$ cat src/rtl/run_end_detector.sv
// Per-channel run-length tracker: flags the symbol that ends a run of >= min_run run symbols and captures its length.
// Latency: y_out/det_any are combinational (same cycle as terminating symbol); one cycle later with RUN_END_DETECTOR_REG_OUT_EN.
// Backpressure: none; en=0 freezes counters and suppresses detection while pol_q keeps tracking pol.
module run_end_detector #(
    parameter int CH = 4,
    parameter int CW = 4
) (
    input  logic               clk,
    input  logic               rstn,
    input  logic               en,
    input  logic               pol,
    input  logic [CW-1:0]      min_run,
    input  logic [CH-1:0]      x_in,
    output logic [CH-1:0]      y_out,
    output logic [CH*CW-1:0]   last_len,
    output logic               det_any
);

    localparam logic [CW-1:0] CNT_MAX = '1;

    logic          pol_q;
    logic          pol_same;
    logic [CW-1:0] thr;
    logic [CH-1:0] det;

    assign pol_same = (pol == pol_q);
    assign thr      = (min_run == '0) ? CW'(1) : min_run;

    always_ff @(posedge clk or negedge rstn) begin
        if (!rstn) begin
            pol_q <= 1'b0;
        end else begin
            pol_q <= pol;
        end
    end

    for (genvar i = 0; i < CH; i++) begin : g_ch
        logic [CW-1:0] run_cnt;
        logic [CW-1:0] len_q;

        assign det[i] = en & pol_same & (x_in[i] != pol) & (run_cnt >= thr);
        assign last_len[i*CW +: CW] = len_q;

        always_ff @(posedge clk or negedge rstn) begin
            if (!rstn) begin
                run_cnt <= '0;
                len_q   <= '0;
            end else begin
                if (det[i]) begin
                    len_q <= run_cnt;
                end
                if (en) begin
                    // A polarity change invalidates every run in progress.
                    if (!pol_same) begin
                        run_cnt <= '0;
                    end else if (x_in[i] == pol) begin
                        if (run_cnt != CNT_MAX) begin
                            run_cnt <= run_cnt + CW'(1);
                        end
                    end else begin
                        run_cnt <= '0;
                    end
                end
            end
        end
    end

`ifdef RUN_END_DETECTOR_REG_OUT_EN
    logic [CH-1:0] y_out_q;

    always_ff @(posedge clk or negedge rstn) begin
        if (!rstn) begin
            y_out_q <= '0;
        end else begin
            y_out_q <= det;
        end
    end

    assign y_out   = y_out_q;
    assign det_any = |y_out_q;
`else
    assign y_out   = det;
    assign det_any = |det;
`endif

endmodule

$ cat config.mk
export PLATFORM = sky130hd
export DESIGN_NAME = run_end_detector
export DESIGN_NICKNAME = d
export VERILOG_FILES = /design/src/rtl/run_end_detector.sv
export SDC_FILE = /design/constraint.sdc
export NUM_CORES = 1
export LEC_CHECK = 0
export BUFFER_PORTS_ARGS = -buffer_cell sky130_fd_sc_hd__buf_2
export CAP_MARGIN = 20
export CORE_AREA = 5 5 68 70
export DETAILED_ROUTE_END_ITERATION = 12
export DIE_AREA = 0 0 73 75
export HOLD_SLACK_MARGIN = 0.15
export PLACE_DENSITY = 0.85
export SETUP_SLACK_MARGIN = 0.05
export SLEW_MARGIN = 30
export SYNTH_ARGS = -nofsm -noshare
export SYNTH_HDL_FRONTEND = slang
export SYNTH_SLANG_ARGS = --single-unit
export TNS_END_PERCENT = 1
$ cat constraint.sdc
create_clock -name clk -period 4.1 [get_ports clk]
set_input_delay 0.41 -clock clk [delete_from_list [all_inputs] [get_ports clk]]
set_output_delay 0.41 -clock clk [all_outputs]
set_load 0.01 [all_outputs]
==> impl_metrics.toml, run 1 <==
[run_status]
status = "complete, no violations"

[clocking]
cts_buffers = 5
cts_tree = "yes"
clk_latency_ns = 0.28
cts.sinks = 33
cts_hold_buf = 0
htree_num_levels = 2
cts_setup_buffers = 0
clk_pin_slew_worst_paths_ns = 0.06
clockRootBuffer = "clkbuf_8"
cts_resized = 0
cts_buffer_depth = 2

[finish]
antenna_cells = 0
postLayoutCellArea_um2 = 2330
layoutNonFillerInstCount = 272
final_net_count = 254
drive_gt1_share_pct = 28.4
synthToLayoutAreaGrowth_pct = 14.2

[setup_path]
rrSetupSlack_ns = 2.17
cp.depth = 9
cp-startpoint = "min_run[3]"
cp_slowest_cell = "a31o_2"
crit_chain = "buf_2 -> inv_1 -> a31o_2 -> ha_1 -> nor2b_1 -> o21ai_0 -> o2111ai_4 -> nand4_1 -> buf_2"
arrival_ns = 2.07
r2r_cells = 5
cp-start-kind = "primary input"
crit_top_cell = "buf_2"
timing_worst_setup_path_type = "primary input to output port"
crit_family = "compound AO/OA/AOI/OAI gates"
crit_fanout = 6
slowest_delay_ns = 0.29
crit_end = "det_any"
cp.buffers_inverters = 3
cp-end-kind = "output port"
r2r-start = "g_ch[0].run_cnt[2]"
required_ns = 3.69
r2r-end = "g_ch[0].len_q[3]"

[timing]
tightest_slew_ns = 0.722
period_minus_slack_ns = 2.48
max_freq_mhz = 402
finalMaxSlewViolations = 0
slew_headroom_pct = 51.9
finalCritPeriodShare_pct = 60.6
clock_skew_ns = 0.00303
finalHoldViolations = 0
rsz0062_at_grt = "false"
tns_ns = 0
setup_viol = 0

[placement]
place_inst = 265
dp_hpwl_um = 3150
portBuffers = 32
place_congestion = 0.813
placed_area_um2 = 2240

[route]
viasPerCell = 5.73
drcViolationCount = 0
dr.pass1.iters = 4
vias = 1559
wl_um = 4420
antenna_left = 0
avgRoutedWirePerCell_um = 16.2
drt-initial-drc-count = 120

[synth]
netlist.area_leader.share_pct = 40.4
syn_avg_cell_area_um2 = 11.0
seq_area_frac_synth_pct = 40.4
synth-seq-cells = 33
synth_area_um2 = 2040
synthTopCellsByArea = "dfrtp_1, ha_1, mux2_2, o2111ai_4, mux2i_4"
synthCells = 186
synthDistinctLibCells = 25
synth_area_leader_cell = "dfrtp_1"
synth_nets = 218
yosysWarnings = 0

[die]
fp.coreArea_um2 = 3910
die_area_um2 = 5480
die_h_um = 75
die_w_um = 73
io_pins = 33
rows = 23
initial_utilization_pct = 52.2

[grt]
grt_pass1_wl_um = 7550
first_global_vias = 1612
grt_max_degree = 34
grt_overflow = 0
grt.total_usage_pct = 18.0
antenna_found_initial = 0

[worst_hold_path]
hold_class = "primary input to asynchronous set/reset pin"

[run]
cap_violations = 0

[power]
p_leak_nw = 1.18
irDropWorstVdd_mv = 0.231
power_density_nw_per_um2 = 309
fin_total_pwr_mw = 0.721
==> registers in the layout (all words and copies together), names as in the netlist <==
register	flops
g_ch.len_q	16
g_ch.run_cnt	16
pol_q	1
==> worst min-delay path by stage <==
stage / startpoint / endpoint / slack [ns]
floorplan: rstn / g_ch[0].len_q[0] / 0.11
global placement: g_ch[2].len_q[0] / g_ch[2].len_q[0] / 0.49
detailed placement: g_ch[1].len_q[0] / g_ch[1].len_q[0] / 0.49
CTS: rstn / g_ch[1].run_cnt[3] / 0.20
global route: rstn / g_ch[2].run_cnt[3] / 0.24
finish: rstn / g_ch[2].run_cnt[1] / 0.18
==> per-stage QoR <==
stage                     hold slack (ns)  worst slack, ns  util [%]
after floorplan                     0.114             2.00         -
after global placement              0.489             1.69      57.4
after detailed placement            0.492             1.63      57.4
after CTS                           0.205             1.60      59.6
after global routing                0.236             1.50      59.6
final                               0.182             1.62      59.6
==> metal layers <==
metal  vias to the layer above  track usage (%)  wire length, µm
li1                        753                -                -
met1                       746             24.1             1930
met2                        54             28.3             2120
met3                         6             4.41              306
met4                         0             6.76               57
met5                         -                0                0
==> power breakdown <==
group | total, mW | internal (mW) | switching, mW
Clock | 0.243 | 0.133 | 0.110
Combinational | 0.118 | 0.0504 | 0.0675
Sequential | 0.360 | 0.342 | 0.0174
Total | 0.721 | 0.526 | 0.195
==> cell usage in the layout (no fill, tap or decap), types with 6 or more instances in the layout <==
master,count
dfrtp_1,33
buf_2,32
inv_1,22
ha_1,20
nand3_1,16
o21ai_0,14
a21oi_1,14
mux2_2,14
nand2_1,9
a41oi_1,6
clkbuf_8,6
==> final cells by class <==
cell class                 instances  area [µm²]
multi-input combinational        128        1110
timing repair buffer              32         160
inverter                          22        82.6
tap                               50        62.6
clock buffer                       7        86.3
fill                             351        1580
sequential                        33         826
==> cell usage after synthesis <==
library cell / number
dfrtp_1: 33
inv_1: 22
ha_1: 20
nand3_1: 16
a21oi_1: 14
mux2_2: 14
o21ai_0: 14
nand2_1: 9
a41oi_1: 6
a211oi_1: 4
mux2i_1: 4
mux2i_4: 4
nor2b_1: 4
o2111ai_4: 4
o22ai_1: 4
and3_1: 2
mux2_4: 2
nand2b_1: 2
nor2_1: 2
a31o_2: 1
buf_1: 1
buf_2: 1
buf_6: 1
nand4_1: 1
or2_1: 1
==> cell families after synthesis <==
kind of cell / after synthesis / synth area share, %
simple gates: 37 / 9.01
buf+inv: 25 / 5.02
flops: 33 / 40.4
fa+ha+maj: 20 / 12.3
compound gates: 47 / 17.7
mux: 24 / 15.6
==> worst register-to-register path: stages, from the launching register on <==
cell and delay [ns]:
dfrtp_1 0.45, ha_1 0.33, a211oi_1 0.27, o21ai_0 0.19, o2111ai_4 0.20, mux2_2 0.38
No activity file was read; power rests on OpenSTA's default activity.
==> inputs of run 2 (changes only) <==
--- a/config.mk
+++ b/config.mk
@@ -7,11 +7,11 @@
 export LEC_CHECK = 0
 export BUFFER_PORTS_ARGS = -buffer_cell sky130_fd_sc_hd__buf_2
 export CAP_MARGIN = 20
-export CORE_AREA = 5 5 68 70
+export CORE_AREA = 5 5 70 72
 export DETAILED_ROUTE_END_ITERATION = 12
-export DIE_AREA = 0 0 73 75
+export DIE_AREA = 0 0 75 77
 export HOLD_SLACK_MARGIN = 0.15
-export PLACE_DENSITY = 0.85
+export PLACE_DENSITY = 0.84
 export SETUP_SLACK_MARGIN = 0.05
 export SLEW_MARGIN = 30
 export SYNTH_ARGS = -nofsm -noshare
==> constraint.sdc (replaced) <==
create_clock -name clk -period 2.2 [get_ports clk]
set_input_delay 0.22 -clock clk [delete_from_list [all_inputs] [get_ports clk]]
set_output_delay 0.22 -clock clk [all_outputs]
set_load 0.01 [all_outputs]
==> impl_metrics.toml, run 2 (same netlist as run 1, synthesis figures left out) <==
[timing]
period_minus_slack_ns = 2.09
finalCritPeriodShare_pct = 94.9
max_freq_mhz = 479
tns_ns = 0
finalMaxSlewViolations = 0
finalHoldViolations = 0
rsz0062_at_grt = "false"
clock_skew_ns = 0.00320
tightest_slew_ns = 0.725
setup_viol = 0
slew_headroom_pct = 51.7

[grt]
first_global_vias = 1545
grt_pass1_wl_um = 7220
antenna_found_initial = 0
grt_max_degree = 34
grt_overflow = 0
grt.total_usage_pct = 16.0

[route]
antenna_left = 0
viasPerCell = 5.60
drt-initial-drc-count = 165
dr.pass1.iters = 4
wl_um = 4340
avgRoutedWirePerCell_um = 15.2
vias = 1603
drcViolationCount = 0

[setup_path]
r2r_cells = 6
required_ns = 1.98
cp-end-kind = "output port"
crit_fanout = 6
timing_worst_setup_path_type = "flop to output port"
r2r-end = "g_ch[3].len_q[1]"
r2r-start = "g_ch[3].run_cnt[3]"
arrival_ns = 1.87
rrSetupSlack_ns = 0.35
cp-start-kind = "flop"

[placement]
portBuffers = 32
place_congestion = 0.804
placed_area_um2 = 2250
dp_hpwl_um = 3030

[clocking]
cts_tree = "yes"
clk_latency_ns = 0.28
cts_buffer_depth = 2
clockRootBuffer = "clkbuf_8"
cts_buffers = 5
clk_pin_slew_worst_paths_ns = 0.07
cts.sinks = 33
htree_num_levels = 2

[finish]
final_cell_mix = "buf_2, dfrtp_1, inv_1"
post-route-util_pct = 58.3
reg.largest.list = "g_ch.len_q x16, g_ch.run_cnt x16, pol_q x1"
synthToLayoutAreaGrowth_pct = 21.0
postLayoutCellArea_um2 = 2470
final_net_count = 265
multi_input_area_um2 = 1140
seq_area_um2 = 835
nFillCells = 343
antenna_cells = 0
final_common_cell = "buf_2"
drive_gt1_share_pct = 37.2

[power]
p_clk_share_pct = 35.7
cellInternalPower_mw = 1.03
fin_total_pwr_mw = 1.40
sequentialPowerShare_pct = 47.7
power_switching_mw = 0.379
irDropWorstVdd_mv = 0.336
p_sw_share_pct = 27.0
p_leak_nw = 1.23
power_density_nw_per_um2 = 568
power_frac_comb_pct = 16.7

[die]
die_h_um = 77
rows = 24
die_w_um = 75
fp.coreArea_um2 = 4230
io_pins = 33
die_area_um2 = 5780
initial_utilization_pct = 48.2

[worst_hold_path]
hold_end = "g_ch[3].run_cnt[2]"
hold_class = "primary input to flop"
min-delay-start = "en"
holdPathStages = 2

[run]
cap_violations = 0

[run_status]
status = "complete, no violations"
run 2: cell count changes in the layout (fill, tap and decap cells not counted), moves of 3 or more:
cell / previous run / this run
a211oi_1: 4 / 1
dfrtp_2: 0 / 7
a211oi_2: 0 / 3
dfrtp_1: 33 / 26
o21ai_0: 14 / 10
buf_4: 0 / 9
run 2: area by class of cell:
type / count / share of cell area (%)
clock buffers: 7 / 3.90
clock inverters: 1 / 0.203
inverters: 22 / 3.34
multi-input cells: 128 / 46.1
flip-flops and latches: 33 / 33.8
well taps: 52 / 2.63
repair buffers: 43 / 10.0
run 2: worst max path at each step:
stage / slack, ns / endpoint / startpoint / cells after the start
global placement: 0.18 / det_any / min_run[3] / 9
finish: 0.11 / det_any / g_ch[2].run_cnt[2] / 6
detailed placement: 0.12 / det_any / min_run[3] / 9
global route: 0.02 / det_any / g_ch[2].run_cnt[2] / 6
CTS: 0.05 / det_any / pol_q / 5
floorplan: 0.44 / g_ch[0].len_q[0] / min_run[3] / 7
run 2: worst max-delay path, stage by stage (launching register included):
cell       delay, ns
dfrtp_1         0.41
ha_1            0.33
a211oi_2        0.27
o21ai_2         0.12
o2111ai_4       0.17
nand4_1         0.12
buf_2           0.16
run 2: power groups by stage:
stage	sequential, mW	combinational (mW)	clock [mW]
after floorplan	0.682	0.134	0
after global placement	0.679	0.211	0
after detailed placement	0.680	0.219	0
after CTS	0.668	0.227	0.512
after global routing	0.674	0.265	0.537
final	0.669	0.234	0.501
run 2: what timing repair did:
action,4_1_cts,5_1_grt
endpoints found under the hold margin,34,0
endpoints found under the setup margin,2,4
hold buffers,2,0
pin swaps,0,4
buffers inserted,1,7
resized for setup,6,12
run 2: layer usage:
layer / GRT usage, % / up-vias / part of all wire, %
met1: 21.6 / 771 / 43
li1: - / 772 / -
met5: 0 / - / 0
met2: 25.1 / 49 / 47
met3: 4.05 / 11 / 6.9
met4: 4.45 / 0 / 3.0
run 2: per-stage QoR:
step                hold WS, ns  cells  setup WS [ns]
floorplan               -0.0756    186          0.436
global placement          0.317    268          0.182
detailed placement        0.321    268          0.123
CTS                       0.439    279         0.0505
global route              0.461    286         0.0160
finish                    0.447    286          0.111
